--- config.mk ---
export PLATFORM = sky130hd
export DESIGN_NAME = washing_machine_ctrl_v2
export DESIGN_NICKNAME = d
export VERILOG_FILES = /design/src/rtl/wm_pkg.sv /design/src/rtl/wm_phase_timer.sv /design/src/rtl/washing_machine_ctrl_v2.sv
export SDC_FILE = /design/constraint.sdc
export NUM_CORES = 1
export LEC_CHECK = 0
export BUFFER_PORTS_ARGS = -buffer_cell sky130_fd_sc_hd__buf_4
export CAP_MARGIN = 20
export CORE_ASPECT_RATIO = 0.75
export CORE_MARGIN = 2
export CORE_UTILIZATION = 36
export DETAILED_ROUTE_END_ITERATION = 8
export GPL_ROUTABILITY_DRIVEN = 1
export GPL_TIMING_DRIVEN = 0
export HOLD_SLACK_MARGIN = 0.03
export PLACE_DENSITY_LB_ADDON = 0.08
export SLEW_MARGIN = 20
export SYNTH_ARGS = -nofsm -noshare
export SYNTH_HDL_FRONTEND = slang
export SYNTH_SLANG_ARGS = --single-unit
--- constraint.sdc ---
create_clock -name clk -period 2.6 [get_ports clk]
set_clock_uncertainty 0.2 [all_clocks]
set_input_delay 0.39 -clock clk [delete_from_list [all_inputs] [get_ports clk]]
set_output_delay 0.39 -clock clk [all_outputs]
set_load 0.02 [all_outputs]
--- src/rtl/wm_pkg.sv ---
// Shared types and helpers for the washing-machine sequencer.
// Latency: n/a (types, constants and a pure decode function only).
// Backpressure: n/a.
//
// Contents: wm_state_e (3-bit state encoding, IDLE=0), default phase times,
// wm_out_t (packed output bundle), wm_max() for width sizing, and
// wm_decode() which maps state + motor direction to the output bundle.
package wm_pkg;

    localparam int WM_STATE_W          = 3;
    localparam int WM_DEF_WASH_TIME    = 100;
    localparam int WM_DEF_RINSE_TIME   = 50;
    localparam int WM_DEF_SPIN_TIME    = 80;
    localparam int WM_DEF_NUM_RINSE    = 2;
    localparam int WM_DEF_REV_PERIOD   = 10;
    localparam int WM_DEF_FILL_TIMEOUT = 500;
    localparam int WM_DEF_DRAIN_TIMEOUT = 500;
    localparam int WM_RINSE_CNT_W      = 4;

    typedef enum logic [WM_STATE_W-1:0] {
        ST_IDLE  = 3'd0,
        ST_FILL  = 3'd1,
        ST_WASH  = 3'd2,
        ST_DRAIN = 3'd3,
        ST_RINSE = 3'd4,
        ST_SPIN  = 3'd5,
        ST_FAULT = 3'd6
    } wm_state_e;

    typedef struct packed {
        logic fill;
        logic drain;
        logic cw;
        logic ccw;
        logic spin_fast;
        logic door_lock;
        logic busy;
        logic fault;
    } wm_out_t;

    function automatic int wm_max(input int a, input int b);
        return (a > b) ? a : b;
    endfunction

    // Moore decode: everything except done depends only on state (and dir
    // while agitating).
    function automatic wm_out_t wm_decode(input wm_state_e s, input logic dir);
        wm_out_t o;
        o = '0;
        case (s)
            ST_FILL: begin
                o.fill      = 1'b1;
                o.door_lock = 1'b1;
                o.busy      = 1'b1;
            end
            ST_WASH, ST_RINSE: begin
                o.cw        = ~dir;
                o.ccw       = dir;
                o.door_lock = 1'b1;
                o.busy      = 1'b1;
            end
            ST_DRAIN: begin
                o.drain     = 1'b1;
                o.door_lock = 1'b1;
                o.busy      = 1'b1;
            end
            ST_SPIN: begin
                o.cw        = 1'b1;
                o.spin_fast = 1'b1;
                o.door_lock = 1'b1;
                o.busy      = 1'b1;
            end
            ST_FAULT: begin
                o.drain     = 1'b1;
                o.door_lock = 1'b1;
                o.fault     = 1'b1;
            end
            default: o = '0;
        endcase
        return o;
    endfunction

endpackage

--- src/rtl/wm_phase_timer.sv ---
// Loadable down-counter shared by phase durations and sensor timeouts.
// Latency: load takes effect at the next edge; counts down 1 per cycle, holds at 0.
// Backpressure: none; load always wins over counting.
//
// Ports: clk, rst_n (sync, active-low), load, load_val[W-1:0], zero (count==0).
module wm_phase_timer #(
    parameter int W = 8
) (
    input  logic         clk,
    input  logic         rst_n,
    input  logic         load,
    input  logic [W-1:0] load_val,
    output logic         zero
);

    logic [W-1:0] cnt;

    always_ff @(posedge clk) begin
        if (!rst_n) begin
            cnt <= '0;
        end else if (load) begin
            cnt <= load_val;
        end else if (cnt != '0) begin
            cnt <= cnt - 1'b1;
        end
    end

    assign zero = (cnt == '0);

endmodule

--- src/rtl/washing_machine_ctrl_v2.sv ---
// Washing-machine sequencer: fill/wash/drain, NUM_RINSE rinse loops, spin, abort, done pulse.
// Latency: outputs are registered and reflect the state entered at the last edge; done is a 1-cycle pulse.
// Backpressure: none; sensors and commands are level-sampled only in the states that use them.
//
// Ports: clk, rst_n (sync, active-low), start, abort, water_level_full, drain_empty,
// clear_fault -> fill_valve_on, drain_valve_on, motor_cw, motor_ccw, motor_off,
// spin_fast, door_lock, busy, done, fault, state_o[2:0].
// Build option WM_FAULT_TIMEOUT_EN: FILL/DRAIN timeouts send the machine to FAULT;
// when undefined FAULT is unreachable and clear_fault is ignored.
module washing_machine_ctrl_v2 import wm_pkg::*; #(
    parameter int WASH_TIME     = WM_DEF_WASH_TIME,
    parameter int RINSE_TIME    = WM_DEF_RINSE_TIME,
    parameter int SPIN_TIME     = WM_DEF_SPIN_TIME,
    parameter int NUM_RINSE     = WM_DEF_NUM_RINSE,
    parameter int REV_PERIOD    = WM_DEF_REV_PERIOD,
    parameter int FILL_TIMEOUT  = WM_DEF_FILL_TIMEOUT,
    parameter int DRAIN_TIMEOUT = WM_DEF_DRAIN_TIMEOUT
) (
    input  logic       clk,
    input  logic       rst_n,
    input  logic       start,
    input  logic       abort,
    input  logic       water_level_full,
    input  logic       drain_empty,
    input  logic       clear_fault,
    output logic       fill_valve_on,
    output logic       drain_valve_on,
    output logic       motor_cw,
    output logic       motor_ccw,
    output logic       motor_off,
    output logic       spin_fast,
    output logic       door_lock,
    output logic       busy,
    output logic       done,
    output logic       fault,
    output logic [2:0] state_o
);

    localparam int TW = $clog2(wm_max(wm_max(WASH_TIME, RINSE_TIME),
                                      wm_max(SPIN_TIME, wm_max(FILL_TIMEOUT, DRAIN_TIMEOUT))) + 1);
    localparam int RW = (REV_PERIOD > 1) ? $clog2(REV_PERIOD) : 1;

    localparam logic [TW-1:0] LD_WASH  = TW'(WASH_TIME - 1);
    localparam logic [TW-1:0] LD_RINSE = TW'(RINSE_TIME - 1);
    localparam logic [TW-1:0] LD_SPIN  = TW'(SPIN_TIME - 1);
    localparam logic [TW-1:0] LD_FILL  = TW'(FILL_TIMEOUT - 1);
    localparam logic [TW-1:0] LD_DRAIN = TW'(DRAIN_TIMEOUT - 1);
    localparam logic [RW-1:0] REV_LAST = RW'(REV_PERIOD - 1);
    localparam logic [WM_RINSE_CNT_W-1:0] RINSE_MAX = WM_RINSE_CNT_W'(NUM_RINSE);

    wm_state_e                  state, state_nx;
    logic [WM_RINSE_CNT_W-1:0]  rinse_cnt, rinse_cnt_nx;
    logic [RW-1:0]              rev_cnt, rev_cnt_nx;
    logic                       dir, dir_nx;
    logic                       aborting, aborting_nx;
    logic                       done_nx;
    logic                       tmr_load;
    logic [TW-1:0]              tmr_val;
    logic                       tmr_zero;
    wm_out_t                    out_q;
    logic                       done_q;

`ifndef WM_FAULT_TIMEOUT_EN
    wire unused_clear_fault = clear_fault;
`endif

    wm_phase_timer #(.W(TW)) u_timer (
        .clk      (clk),
        .rst_n    (rst_n),
        .load     (tmr_load),
        .load_val (tmr_val),
        .zero     (tmr_zero)
    );

    always_comb begin
        state_nx     = state;
        rinse_cnt_nx = rinse_cnt;
        rev_cnt_nx   = rev_cnt;
        dir_nx       = dir;
        aborting_nx  = aborting;
        done_nx      = 1'b0;
        tmr_load     = 1'b0;
        tmr_val      = '0;

        // Motor reversal runs only while agitating; entry from FILL restarts it.
        if (state == ST_WASH || state == ST_RINSE) begin
            if (rev_cnt == REV_LAST) begin
                rev_cnt_nx = '0;
                dir_nx     = ~dir;
            end else begin
                rev_cnt_nx = rev_cnt + 1'b1;
            end
        end

        case (state)
            ST_IDLE: begin
                if (start) begin
                    state_nx     = ST_FILL;
                    rinse_cnt_nx = '0;
                    tmr_load     = 1'b1;
                    tmr_val      = LD_FILL;
                end
            end
            ST_FILL: begin
                // abort beats a same-cycle level event
                if (abort) begin
                    state_nx    = ST_DRAIN;
                    aborting_nx = 1'b1;
                    tmr_load    = 1'b1;
                    tmr_val     = LD_DRAIN;
                end else if (water_level_full) begin
                    state_nx   = (rinse_cnt == '0) ? ST_WASH : ST_RINSE;
                    tmr_load   = 1'b1;
                    tmr_val    = (rinse_cnt == '0) ? LD_WASH : LD_RINSE;
                    dir_nx     = 1'b0;
                    rev_cnt_nx = '0;
`ifdef WM_FAULT_TIMEOUT_EN
                end else if (tmr_zero) begin
                    state_nx = ST_FAULT;
`endif
                end
            end
            ST_WASH, ST_RINSE, ST_SPIN: begin
                if (abort) begin
                    state_nx    = ST_DRAIN;
                    aborting_nx = 1'b1;
                    tmr_load    = 1'b1;
                    tmr_val     = LD_DRAIN;
                end else if (tmr_zero) begin
                    if (state == ST_SPIN) begin
                        state_nx = ST_IDLE;
                        done_nx  = 1'b1;
                    end else begin
                        state_nx = ST_DRAIN;
                        tmr_load = 1'b1;
                        tmr_val  = LD_DRAIN;
                    end
                end
            end
            ST_DRAIN: begin
                if (abort) begin
                    aborting_nx = 1'b1;
                end else if (drain_empty) begin
                    if (aborting) begin
                        state_nx    = ST_IDLE;
                        aborting_nx = 1'b0;
                    end else if (rinse_cnt < RINSE_MAX) begin
                        state_nx     = ST_FILL;
                        rinse_cnt_nx = rinse_cnt + 1'b1;
                        tmr_load     = 1'b1;
                        tmr_val      = LD_FILL;
                    end else begin
                        state_nx = ST_SPIN;
                        tmr_load = 1'b1;
                        tmr_val  = LD_SPIN;
                    end
`ifdef WM_FAULT_TIMEOUT_EN
                end else if (tmr_zero) begin
                    state_nx = ST_FAULT;
`endif
                end
            end
            ST_FAULT: begin
`ifdef WM_FAULT_TIMEOUT_EN
                if (clear_fault) begin
                    state_nx    = ST_IDLE;
                    aborting_nx = 1'b0;
                end
`endif
            end
            default: state_nx = ST_IDLE;
        endcase
    end

    always_ff @(posedge clk) begin
        if (!rst_n) begin
            state     <= ST_IDLE;
            rinse_cnt <= '0;
            rev_cnt   <= '0;
            dir       <= 1'b0;
            aborting  <= 1'b0;
            done_q    <= 1'b0;
            out_q     <= wm_decode(ST_IDLE, 1'b0);
        end else begin
            state     <= state_nx;
            rinse_cnt <= rinse_cnt_nx;
            rev_cnt   <= rev_cnt_nx;
            dir       <= dir_nx;
            aborting  <= aborting_nx;
            done_q    <= done_nx;
            // decode the next state so outputs come straight from flops
            out_q     <= wm_decode(state_nx, dir_nx);
        end
    end

    assign fill_valve_on  = out_q.fill;
    assign drain_valve_on = out_q.drain;
    assign motor_cw       = out_q.cw;
    assign motor_ccw      = out_q.ccw;
    assign motor_off      = ~(out_q.cw | out_q.ccw);
    assign spin_fast      = out_q.spin_fast;
    assign door_lock      = out_q.door_lock;
    assign busy           = out_q.busy;
    assign fault          = out_q.fault;
    assign done           = done_q;
    assign state_o        = state;

endmodule

==> out/metrics.csv <==
stage,metric,value,unit
clocking,cts_buffer_depth,2,
logic_synthesis,syn_nets,213,
timing,tns,0,ps
timing,finalHoldViolations,0,
timing,setup_viol,0,
critical_path,setup.worst_path.start,u_timer.cnt[0],
logic_synthesis,synth_ff_type,dfxtp_1,
power,peakVddDrop,0.317,mV
timing,grt_setup_unrepaired,no,
die,coreArea,0.00455,mm²
placement,place_hpwl,3270,µm
logic_synthesis,syn_area_per_cell,8.61,µm²
timing,drv_slew,0,
clocking,cts_inserted_buffers,5,
cells_and_area,area_delta_synth_final,16.8,%
timing,finalWorstSetupSlack,266,ps
routing,drt_pass1_iterations,4,
clocking,h-tree-depth,2,
critical_path,critPathCaptureType,register,
die,die_area,0.00541,mm²
power,p_leak,0.855,nW
timing,slew_headroom,58.8,%
critical_path,setup.worst_path.class,register to register,
routing,viasPerCell,5.45,
cells_and_area,layout_commonest_cell,dfxtp_1,
critical_path,reg2reg_to,u_timer.cnt[1],
clocking,clkTransAtPathRegs,70,ps
routing,drt_iter0_drc,92,
routing,ant_nets,0,
die,row_count,21,
routing,drt_wl_total,4300,µm
grt,grt_pass1_wl,7630,µm
cells_and_area,nets,238,
die,die_h,64.2,µm
critical_path,reg2reg_slack,270,ps
logic_synthesis,yosys_register_bits,31,
routing,vias,1553,
critical_path,r2r_cells,8,
logic_synthesis,synth_area,0.00174,mm²
grt,grt_max_degree,11,
critical_path,required,2550,ps
logic_synthesis,syn_inst,202,
critical_path,cp_max_fo,10,
grt,grt_pass1_vias,1556,
power,total_power,1.90,mW
grt,grt_overflow_total,0,
logic_synthesis,ys_async_sr_fraction,0,%
grt,grt_usage,17.6,%
placement,placed_area,0.00195,mm²
logic_synthesis,yosysWarningCount,0,
clocking,hold_buffers,0,
routing,drc_errors,0,
cells_and_area,final_util,44.7,%
cells_and_area,diodes,0,
routing,routedWlPerCell,15.1,µm
critical_path,reg2reg_from,u_timer.cnt[0],
routing,wirelength_met1,2250,µm
clocking,cts_sinks,31,
power,p_per_area,936,mW/mm²
logic_synthesis,yosysSeqAreaShare,35.7,%
worst_hold_path,hold_path_class,primary input to register,
timing,timing.fmax,428,MHz
die,io_pins,20,
clocking,cts_tree,yes,
timing,post-route-min-period,2330,ps
placement,post-place-ws,252,ps
critical_path,setup.worst_path.end,u_timer.cnt[1],
die,die_w,84.3,µm
clocking,insertion_delay,280,ps
routing,met3_length,175,µm
status,outcome,"complete, no violations",
critical_path,crit_arrival,2280,ps
timing,tightest_slew,612,ps
routing,wl_met2,1850,µm
cells_and_area,post-route-cell-area,0.00203,mm²
critical_path,startpoint_type,register,
run,drv_cap,0,
cells_and_area,drive_gt1_share,21.5,%
placement,gp_congestion,0.888,
grt,antenna_found_initial,0,
logic_synthesis,synth_edf_count,0,
placement,io_buffers,18,
logic_synthesis,synth_cell_types,53,
clocking,cts_root_buffer,clkbuf_8,
timing,timing.final.crit_share,89.8,%
cells_and_area,final_cell_mix,"31 x dfxtp_1, 28 x nor2_1, 19 x buf_4",
routing,highest_layer,met4,
die,start_util,38.3,%
## worst min path at each step
stage | startpoint | to | depth (start not counted)
floorplan | rev_cnt[3] | rev_cnt[3] | 2
global placement | rev_cnt[3] | rev_cnt[3] | 2
detailed placement | rinse_cnt[1] | rinse_cnt[1] | 2
CTS | rst_n | spin_fast | 2
global route | rst_n | spin_fast | 2
finish | rst_n | spin_fast | 2
## logic make-up (layout without fill, tap and decap cells)
kind of cell    Yosys count  in the layout  share of synthesized area (%)
fa+ha+maj                 4              4                           2.88
simple gates             91             91                           29.9
compound gates           48             48                           21.1
mux                       1              1                          0.576
xor+xnor                 12             12                           6.04
flops                    31             31                           35.7
buf+inv                  15             41                           3.81
## worst max-delay path, stage by stage, from the launching register on
cell and delay [ps]:
dfxtp_1 330, inv_1 120, ha_1 170, nor4b_4 320, nand2_2 180, a211o_1 310, buf_2 190, a311oi_1 290
a311oi_1 90
## registers in the layout, summed over array words and instances (netlist names)
name and count:
drain_valve_on 1, state_o 3, fault 1, spin_fast 1
aborting 1, motor_ccw 1, door_lock 1, motor_cw 1
done 1, rev_cnt 4, busy 1, u_timer.cnt 9
fill_valve_on 1, rinse_cnt 4, dir 1
## synth_stat cells, types with 3 or more instances
library cell / instances / area (µm²)
a21oi_1: 10 / 50.1
a311oi_1: 7 / 61.3
a31oi_1: 6 / 37.5
and3_1: 3 / 18.8
and3b_1: 3 / 26.3
buf_2: 4 / 20.0
dfxtp_1: 31 / 621
ha_1: 4 / 50.1
inv_1: 7 / 26.3
nand2_1: 14 / 52.6
nand3_1: 9 / 45.0
nor2_1: 29 / 109
nor2b_1: 6 / 37.5
nor3_1: 6 / 30.0
nor3b_1: 3 / 22.5
o21ai_0: 7 / 35.0
xnor2_1: 5 / 43.8
xor2_1: 7 / 61.3
## power by group
part / switching [mW] / internal (mW)
sequential: 0.109 / 0.574
combinational: 0.494 / 0.360
clock: 0.181 / 0.183
## layout make-up
type	count	area, µm²
fillers	474	2510
multi-input cells	156	1050
flip-flops and latches	31	621
repair buffers	18	135
well taps	57	71.3
clock buffers	5	68.8
plain buffers	8	40.0
inverters	7	26.3
clock inverters	3	15.0
## what timing repair did
action,in CTS,in global routing
endpoints found under the setup margin,0,2
setup buffers,0,0
gates resized for setup,0,1
## metrics by stage
stage / hold WS, ps / instances
floorplan: 259 / 202
global placement: 269 / 277
detailed placement: 290 / 277
CTS: 202 / 285
global route: 217 / 285
finish: 210 / 285
## metal layers
layer / GRT usage (%) / vias up
li1: - / 786
met1: 24.8 / 735
met2: 25.8 / 30
met3: 4.39 / 2
met4: 6.45 / 0
met5: 0 / -
(Power assumes the default switching activity.)
